`src/rtl/instr_mem_loader.sv`:
```
// instr_mem_loader
//   Packs the byte stream from the debug UART receiver into 32-bit MIPS
//   instructions and writes them to instruction memory at consecutive word
//   addresses starting at 0. The load ends when the HALT instruction has been
//   written, or when the last memory word has been written (overflow).
//
// Ports
//   i_clk        : system clock, rising edge
//   i_reset      : asynchronous reset, active-high
//   i_start      : 1-cycle pulse, start a new load at address 0 (ignored while busy)
//   i_rx_data    : received byte
//   i_rx_done    : 1-cycle strobe, i_rx_data valid
//   o_wr_en      : instruction memory write enable, 1-cycle pulse
//   o_wr_addr    : word address of the write (held between writes)
//   o_wr_data    : instruction word being written (held between writes)
//   o_busy       : high while receiving or writing
//   o_done       : level, load finished
//   o_overflow   : level, load ended because memory filled without HALT
//   o_word_count : number of words written in the current/last load

module instr_mem_loader #(
  parameter int          N_BITS  = 32,
  parameter int          N_BYTE  = 8,
  parameter int          N_ADDR  = 10,
  parameter logic [5:0]  HALT_OP = 6'b111111
) (
  input  logic              i_clk,
  input  logic              i_reset,
  input  logic              i_start,
  input  logic [N_BYTE-1:0] i_rx_data,
  input  logic              i_rx_done,
  output logic              o_wr_en,
  output logic [N_ADDR-1:0] o_wr_addr,
  output logic [N_BITS-1:0] o_wr_data,
  output logic              o_busy,
  output logic              o_done,
  output logic              o_overflow,
  output logic [N_ADDR:0]   o_word_count
);

  typedef enum logic [1:0] {
    IDLE  = 2'd0,
    RECV  = 2'd1,
    WRITE = 2'd2,
    DONE  = 2'd3
  } state_t;

  localparam logic [N_ADDR-1:0] LAST_ADDR  = '1;
  localparam logic [N_ADDR-1:0] ADDR_ONE   = {{(N_ADDR-1){1'b0}}, 1'b1};
  localparam logic [N_ADDR:0]   COUNT_ONE  = {{N_ADDR{1'b0}}, 1'b1};

  state_t            state;
  logic [1:0]        byte_idx;
  logic [N_BITS-1:0] asm_word;
  logic [N_ADDR-1:0] addr;
  logic [N_BITS-1:0] shifted;
  logic              is_halt;
  logic              is_last;

  // Earlier bytes move towards the MSB, so the first byte of a word ends up
  // in [31:24] and the fourth in [7:0].
  assign shifted = {asm_word[N_BITS-N_BYTE-1:0], i_rx_data};

  // End-of-load conditions, evaluated on the word currently being written.
  assign is_halt = (o_wr_data[N_BITS-1 -: 6] == HALT_OP);
  assign is_last = (o_wr_addr == LAST_ADDR);

  // Loader FSM. All outputs are registered; o_wr_en is high exactly for the
  // WRITE cycle. 'addr' is the next free word, while o_wr_addr is latched
  // together with o_wr_data so both stay stable between writes.
  always_ff @(posedge i_clk or posedge i_reset) begin
    if (i_reset) begin
      state        <= IDLE;
      byte_idx     <= 2'd0;
      asm_word     <= '0;
      addr         <= '0;
      o_wr_en      <= 1'b0;
      o_wr_addr    <= '0;
      o_wr_data    <= '0;
      o_busy       <= 1'b0;
      o_done       <= 1'b0;
      o_overflow   <= 1'b0;
      o_word_count <= '0;
    end else begin
      o_wr_en <= 1'b0;
      case (state)
        IDLE, DONE: begin
          if (i_start) begin
            state        <= RECV;
            byte_idx     <= 2'd0;
            addr         <= '0;
            o_wr_addr    <= '0;
            o_word_count <= '0;
            o_busy       <= 1'b1;
            o_done       <= 1'b0;
            o_overflow   <= 1'b0;
          end
        end

        RECV: begin
          if (i_rx_done) begin
            asm_word <= shifted;
            if (byte_idx == 2'd3) begin
              byte_idx  <= 2'd0;
              o_wr_data <= shifted;
              o_wr_addr <= addr;
              o_wr_en   <= 1'b1;
              state     <= WRITE;
            end else begin
              byte_idx <= byte_idx + 2'd1;
            end
          end
        end

        WRITE: begin
          o_word_count <= o_word_count + COUNT_ONE;
          if (is_halt || is_last) begin
            // A byte arriving in a load-ending WRITE cycle is dropped.
            state      <= DONE;
            o_busy     <= 1'b0;
            o_done     <= 1'b1;
            o_overflow <= !is_halt;
          end else begin
            addr  <= addr + ADDR_ONE;
            state <= RECV;
            // A byte arriving during WRITE starts the next word.
            if (i_rx_done) begin
              asm_word <= shifted;
              byte_idx <= 2'd1;
            end
          end
        end

        default: state <= IDLE;
      endcase
    end
  end

endmodule

```
`config.mk`:
```
export PLATFORM = sky130hd
export DESIGN_NAME = instr_mem_loader
export DESIGN_NICKNAME = d
export VERILOG_FILES = /design/src/rtl/instr_mem_loader.sv
export SDC_FILE = /design/constraint.sdc
export NUM_CORES = 1
export LEC_CHECK = 0
export CORE_ASPECT_RATIO = 1.2
export CORE_MARGIN = 10
export CORE_UTILIZATION = 25
export CTS_BUF_LIST = sky130_fd_sc_hd__clkbuf_4
export DETAILED_ROUTE_END_ITERATION = 8
export PLACE_DENSITY = 0.41
export SLEW_MARGIN = 10
export SYNTH_ARGS = -nofsm -noshare
export SYNTH_HDL_FRONTEND = slang
export SYNTH_SLANG_ARGS = --single-unit
```
`constraint.sdc`:
```
create_clock -name i_clk -period 4.2 [get_ports i_clk]
set_input_delay 0.63 -clock i_clk [delete_from_list [all_inputs] [get_ports i_clk]]
set_output_delay 0.63 -clock i_clk [all_outputs]
set_load 0.005 [all_outputs]
```
Word-level counts from Yosys, hierarchy flattened
Index checks and enable logic that the tools add are counted.
{"block": "word_totals", "reg_bits": 103}
{"block": "classes", "add_sub_neg": 3, "eq_ne": 12, "mux": 33, "reduce_logical": 15}
{"op": "two-way mux 32 bit", "count": 2}
{"op": "case mux 32 bit (2 select lines)", "count": 1}
{"op": "two-way mux 10 bit", "count": 4}
{"op": "case mux 10 bit (2 select lines)", "count": 2}
{"op": "case mux 11 bit (2 select lines)", "count": 1}
{"op": "two-way mux 2 bit", "count": 9}
{"op": "inequality test 2 bit (second input constant)", "count": 6}
{"op": "case mux 2 bit (3 select lines)", "count": 2}
{"op": "AND reduction 3 bit", "count": 4}
{"op": "adder 11 x 1 -> 11 bit (second input constant)", "count": 1}
{"op": "two-way mux 11 bit", "count": 1}
{"op": "adder 10 x 1 -> 10 bit (second input constant)", "count": 1}
{"op": "equality test 10 bit (second input constant)", "count": 1}
{"op": "two-way mux 1 bit", "count": 8}
{"op": "AND reduction 4 bit", "count": 2}
{"op": "equality test 2 bit (second input constant)", "count": 3}
{"op": "equality test 6 bit (second input constant)", "count": 1}
{"op": "case mux 1 bit (2 select lines)", "count": 3}
{"op": "nonzero test 2 bit", "count": 3}
{"op": "AND reduction 2 bit", "count": 2}
{"op": "adder 2 x 1 -> 2 bit (second input constant)", "count": 1}
{"op": "equality test 2 x 1 -> 1 bit (second input constant)", "count": 1}
{"op": "logical NOT 2 bit", "count": 1}
{"op": "OR reduction 2 bit", "count": 1}
{"op": "2 further kinds", "count": 2}

Logic depth before layout (Yosys ltp)
{"block": "logic_depth", "ltp_word": 4, "depth_mapped": 8}

Worst setup path before layout
No wires, ideal clock.
{"block": "synth_timing", "kind": "reg-to-reg", "from": "reg state[0]", "to": "reg o_word_count[10]", "stages_incl_launch_ff": 8, "path_slack_ns": 2.308, "arrival_ns": 1.756, "setup_time_ns": 0.135, "period_less_slack_ns": 1.892, "required_time_ns": 4.065, "cell_sequence": "dfrtp_1 inv_1 ha_1 mux2i_1 and3b_1 nand4_1 xor2_1 nor2_1"}
{"block": "synth_between", "elab_chain_len": 4}
{"item": "start, declared", "line": "52", "text": "state_t state;"}
{"item": "start signal, assigned", "line": "73", "text": "state <= IDLE;"}
{"item": "start signal, assigned", "line": "89", "text": "state <= RECV;"}
{"item": "start signal, assigned", "line": "108", "text": "state <= WRITE;"}
{"item": "equality test 2 bit or logical NOT 2 bit (tied branches)", "line": "86", "text": "case (state)"}
{"item": "OR reduction 2 bit", "line": "86"}
{"item": "inequality test 2 bit (no source line) or nonzero test 2 bit (tied branches)"}
{"item": "AND reduction 2 bit (no source line)"}
{"item": "end signal, assigned", "line": "116", "text": "o_word_count <= o_word_count + COUNT_ONE;"}
{"item": "end, declared", "line": "38", "text": "output logic [N_ADDR:0] o_word_count"}
Parallel ways exist; a longest one is shown, timed or not.
A chain may end at the register's enable or synchronous reset.

Worst setup path after layout
Ends and elaborated chain as after synthesis.

==> reports/metrics.yaml <==
finClkSkew_ns: 0.01824
grt_antenna_before_repair: 0
core_region_area_um2: 16140
critPathCaptureType: "register"
swShare_pct: 30.84
drc: 0
h-tree-depth: 3
path_max_fanout: 13
multiInputGateArea_um2: 1629
gp_routability_congestion: 0.7407
slew_headroom_pct: 39.79
hpwl_um: 6527
fmax_mhz: 410.9
drtIter0Drc: 166
die_y_um: 160.2
syn_nets: 337
portBuffers: 68
cts_tree: "built"
ant_nets: 0
clock-sinks: 95
final-seq-area_um2: 2377
worstSetupPathType: "reg -> reg"
syn_to_final_growth_pct: 26.58
cts_hold_buf: 0
cp.depth: 7
finalPower_w: 0.002478
drt_pre_antenna_iters: 4
fin_tns_setup_ns: 0
start_util_pct: 25.37
path_buf_inv: 1
whs_path_depth: 1
grt_pass1_vias: 2850
worstMarginPinSlew_ns: 0.8971
p_switching_w: 0.0007642
grt_max_degree: 43
vias: 2723
routed_wl_um: 9576
startpoint_type: "register"
wl_per_cell_um: 15.75
cts_buffers: 9
clock_path_buffers: 2
dieArea_um2: 21920
yosysTopAreaCell: "dfrtp_1"
worstHoldPathType: "reg -> reg"
die-width_um: 136.8
max-cap-violations: 0
ioPinCount: 69
yosys.area.top_type_share_pct: 58.05
synth_cells: 319
grt_overflow_total: 0
pwr-share-clk_pct: 23.8
ys_types: 46
power_density_nw_per_um2: 478.0
period_minus_slack_ns: 2.434
critPathMaxStageDelay_ns: 0.67
synthesis.area_um2: 4095
crit_chain: "inv_1 -> ha_1 -> mux2i_1 -> and3b_1 -> nand4_1 -> xor2_1 -> nor2_1"
clkTransAtPathRegs_ns: 0.16
grt_pass1_wl_um: 15820
rsz0062_at_grt: "false"
ir_drop_uv: 185.8
final-hold-violation-count: 0
status: "completed"
setup_viol: 0
combPwrFrac_pct: 25.4
arrival_ns: 2.78
antennaDiodeCount: 0
nFillCells: 1661
nets: 409
synth_area_leaders: "dfrtp_1 (58%), mux2_1 (15%), a22o_1 (2.4%)"
critical-path-top-delay-family: "multiplexers"
rows: 51
grtUsageTotal_pct: 9.046
async_reset_ff_share_pct: 100.0
slew_viol_final: 0
post_cts_buffers: 0
worstPathRequired_ns: 4.54
synth-main-ff-cell: "dfrtp_1"
leakage_nw: 2.318
avgSynthCellArea_um2: 12.84
yosysWarningCount: 0
slowest_stage: "mux2i_1"
via_per_inst: 4.479
intPower_w: 0.001714
drive_above_1_share_pct: 8.586
worstRegToRegCells: 7
seq_power_share_pct: 50.8
seq_area_frac_synth_pct: 58.05
ys_ff_latch: 95
cts-root-buf: "clkbuf_4"
synth_edf_count: 0
min_period_over_period_pct: 57.95
clock_latency_ns: 0.47
cts_resized: 0
registers in the layout, indices dropped and copies added (netlist names):
| register | cells |
|---|---|
| o_wr_data | 32 |
| asm_word | 24 |
| o_word_count | 11 |
| addr | 10 |
| o_wr_addr | 10 |
| byte_idx | 2 |
| state | 2 |
| o_busy | 1 |
| o_done | 1 |
| o_overflow | 1 |
| o_wr_en | 1 |
per-layer routing:
layer	global-route usage [%]	wire length [µm]
met5	0	0
met4	3.887	178
met3	3.610	747
met2	12.90	4124
met1	11.76	4526
cells in the mapped netlist, types with 2 or more instances:
cell type	n
or2_1	2
and2_1	3
and3_1	3
o21ai_0	9
mux2_1	53
o31ai_2	3
mux2i_1	5
nor2_1	13
or3_1	4
a22o_1	11
nand4_1	3
a21oi_1	13
o21ai_1	9
nor2b_1	2
buf_2	3
ha_1	6
and4_1	3
nand2b_1	2
buf_6	2
inv_1	6
dfrtp_1	95
nand3_1	9
clkbuf_1	5
nand2_1	20
and3b_1	2
nand3b_1	3
mux2_2	4
buf_4	2
xor2_1	5
nor3_1	3
stage by stage:
stage	hold WS (ns)	utilization (%)	cell area (µm²)	instances	worst slack [ns]
global placement	0.4616	31.06	5015	592	1.727
finish	0.4979	32.11	5184	608	1.766
global route	0.5202	32.11	5184	608	1.481
detailed placement	0.4667	31.06	5015	592	1.680
floorplan	0.4503	-	4095	319	1.093
CTS	0.5033	32.11	5184	608	1.730
logic make-up (layout without fill, tap and decap cells):
family | after synthesis | in the layout | synth area share, %
buffers and inverters | 18 | 95 | 2.291
AOI/OAI and AO/OA | 54 | 54 | 8.830
xor gates and xnor gates | 6 | 6 | 1.283
DFF | 95 | 95 | 58.05
and+or+nand+nor | 78 | 78 | 10.82
muxes | 62 | 62 | 16.90
adders and majority gates | 6 | 6 | 1.833
cell type report:
cell class                 instances  share of cell area (%)
clock buffer                      10                   1.448
clock inverter                     6                   1.810
inverter                           6                  0.4827
multi-input combinational        206                   31.43
sequential                        95                   45.86
tap                              212                   5.117
timing repair buffer              73                   13.85
power by group through the flow:
stage	logic, W	registers (W)	clock network (W)
after CTS	0.000651	0.00127	0.000619
after global placement	0.000633	0.00128	0
final	0.000629	0.00126	0.000591
after floorplan	0.000372	0.00124	0
after detailed placement	0.000649	0.00129	0
after global routing	0.000712	0.00129	0.000656
final timing paths:
| check | startpoint | end | slack [ns] |
|---|---|---|---|
| max | state[0] | o_word_count[10] | 1.77 |
| min | asm_word[18] | asm_word[18] | 0.50 |
| max reg2reg | state[0] | o_word_count[10] | 1.77 |
| min reg2reg | asm_word[18] | asm_word[18] | 0.50 |
| max in group asynchronous | i_reset | o_done | 2.86 |
| min in group asynchronous | i_reset | o_wr_data[19] | 0.53 |
placed cells by master (no fill, tap or decap), types with 3 or more instances in the layout:
cell,n
a21oi_1,13
a22o_1,11
and2_1,3
and3_1,3
and4_1,3
buf_4,5
clkbuf_4,10
clkdlybuf4s50_1,68
dfrtp_1,95
ha_1,6
inv_1,5
mux2_1,53
mux2_2,4
mux2i_1,5
nand2_1,20
nand3_1,8
nand3b_1,3
nand4_1,3
nor2_1,13
nor3_1,3
o21ai_0,9
o21ai_1,9
o31ai_2,3
or3_1,4
xor2_1,5
Note: power is estimated with default switching activity, not from simulation.
==> patch: new RTL, same settings <==
Change the parameter `N_ADDR` from 10 to 20.
--- a/src/rtl/instr_mem_loader.sv
+++ b/src/rtl/instr_mem_loader.sv
@@ -21,7 +21,7 @@
 module instr_mem_loader #(
   parameter int          N_BITS  = 32,
   parameter int          N_BYTE  = 8,
-  parameter int          N_ADDR  = 10,
+  parameter int          N_ADDR  = 20,
   parameter logic [5:0]  HALT_OP = 6'b111111
 ) (
   input  logic              i_clk,
Interface: changed (resized o_word_count and o_wr_addr); port bits go from 69 to 89. No check against the original RTL was run, so the function may have changed too.
==> patch against the original RTL <==
- via count up 49%
- area after synthesis up 36%
- cell area up 36%
- critical path depth unchanged
- setup slack worse by 0.23 ns
- critical endpoint is now asm_word[20]
- sequential cell count up 30
- non-clock buffer count up 21
- routed wire length up 56%
- first-iteration DRC count up 64%
- maximum frequency down 8.7%
- total power up 46%
==> patch: results (changes against the original RTL) <==
status = finished clean
post-synthesis xor/xnor area fraction = 3.15% (+1.9 points)
setup slack after layout = 1.53 ns (-0.232 ns)
cell family with most CP delay = compound AO/OA/AOI/OAI gates
pre-CTS WS = 1.36 ns (-0.315 ns)
Vias/cell = 4.77 (+6.5%)
clk_lat worst skew = 0.55 ns (+0.08 ns)
Clock transition at path regs = 0.12 ns (-0.04 ns)
top post-synthesis cells by count = dfrtp_1 (125), mux2_2 (51), nor2_1 (30)
Arr. time, crit path = 3.10 ns (+0.32 ns)
grt met3 use = 4.96% (+1.4 points)
H-tree depth = 4 (+1)
Non-Filler Instances = 848 (+39%)
Hold Worst Slack = 0.507 ns (+0.00869 ns)
multi-input gates = 308 (+50%)
all-layer global routing usage = 10.7% (+1.7 points)
initial antenna violation count = 1 (+1)
post-synthesis sequential area ratio = 56.3% (-1.8 points)
Slew Limit Headroom = 37.2% (-2.6 points)
fraction of area in registers = 44.3% (-1.5 points)
Non-clock inverters = 14 (+8)
area share of buffers outside the clock network = 13.3% (-0.56 points)
GP Congestion = 0.784 (+5.8%)
Net Count, Synth = 489 (+45%)
Detailed Place HPWL = 10.3 mm (+58%)
slowest CP cell = a21oi_4
switching power = 1.13 mW (+48%)
Core ar. = 21800 um2 (+35%)
cts bufs inserted = 17 (+8)
Filler cells = 2187 (+32%)
diode count = 1 (+1)
Synth cell types = 51 (+11%)
DRT Wirelength = 14.9 mm (+56%)
number of non-clock buffers = 94 (+29%)
post-layout util = 32.4% (+0.30 points)
CP Max Fanout = 24 (+11)
NumNets Final = 578 (+41%)
Leak Pwr = 2.94 nW (+27%)
first-pass GRT wire length = 24.2 mm (+53%)
met1 wire length = 6.29 mm (+39%)
CLK BUF = 18 (+8)
==> patch: changes by cell type after synthesis, moves of 11 or more <==
cell,before,now
mux2_1,53,5
o21ai_0,9,26
a22o_1,11,22
xnor2_1,1,15
dfrtp_1,95,125
nor2_1,13,30
mux2_2,4,51
nand4_1,3,17
==> patch: final timing paths <==
check	endpoint	cells after the start
setup / recovery	asm_word[20]	7
hold / removal	asm_word[17]	1
setup reg to reg	asm_word[20]	7
hold reg to reg	asm_word[17]	1
max in group asynchronous	o_wr_addr[8]	3
min in group asynchronous	asm_word[8]	2
==> patch: power groups by stage <==
stage | Sequential [mW] | Combinational [mW] | Clock [mW]
2_1_floorplan | 1.63 | 0.587 | 0
3_3_place_gp | 1.65 | 1.03 | 0
3_5_place_dp | 1.66 | 1.03 | 0
4_1_cts | 1.64 | 1.04 | 1.01
5_1_grt | 1.68 | 1.13 | 1.06
6_report | 1.63 | 1.01 | 0.968
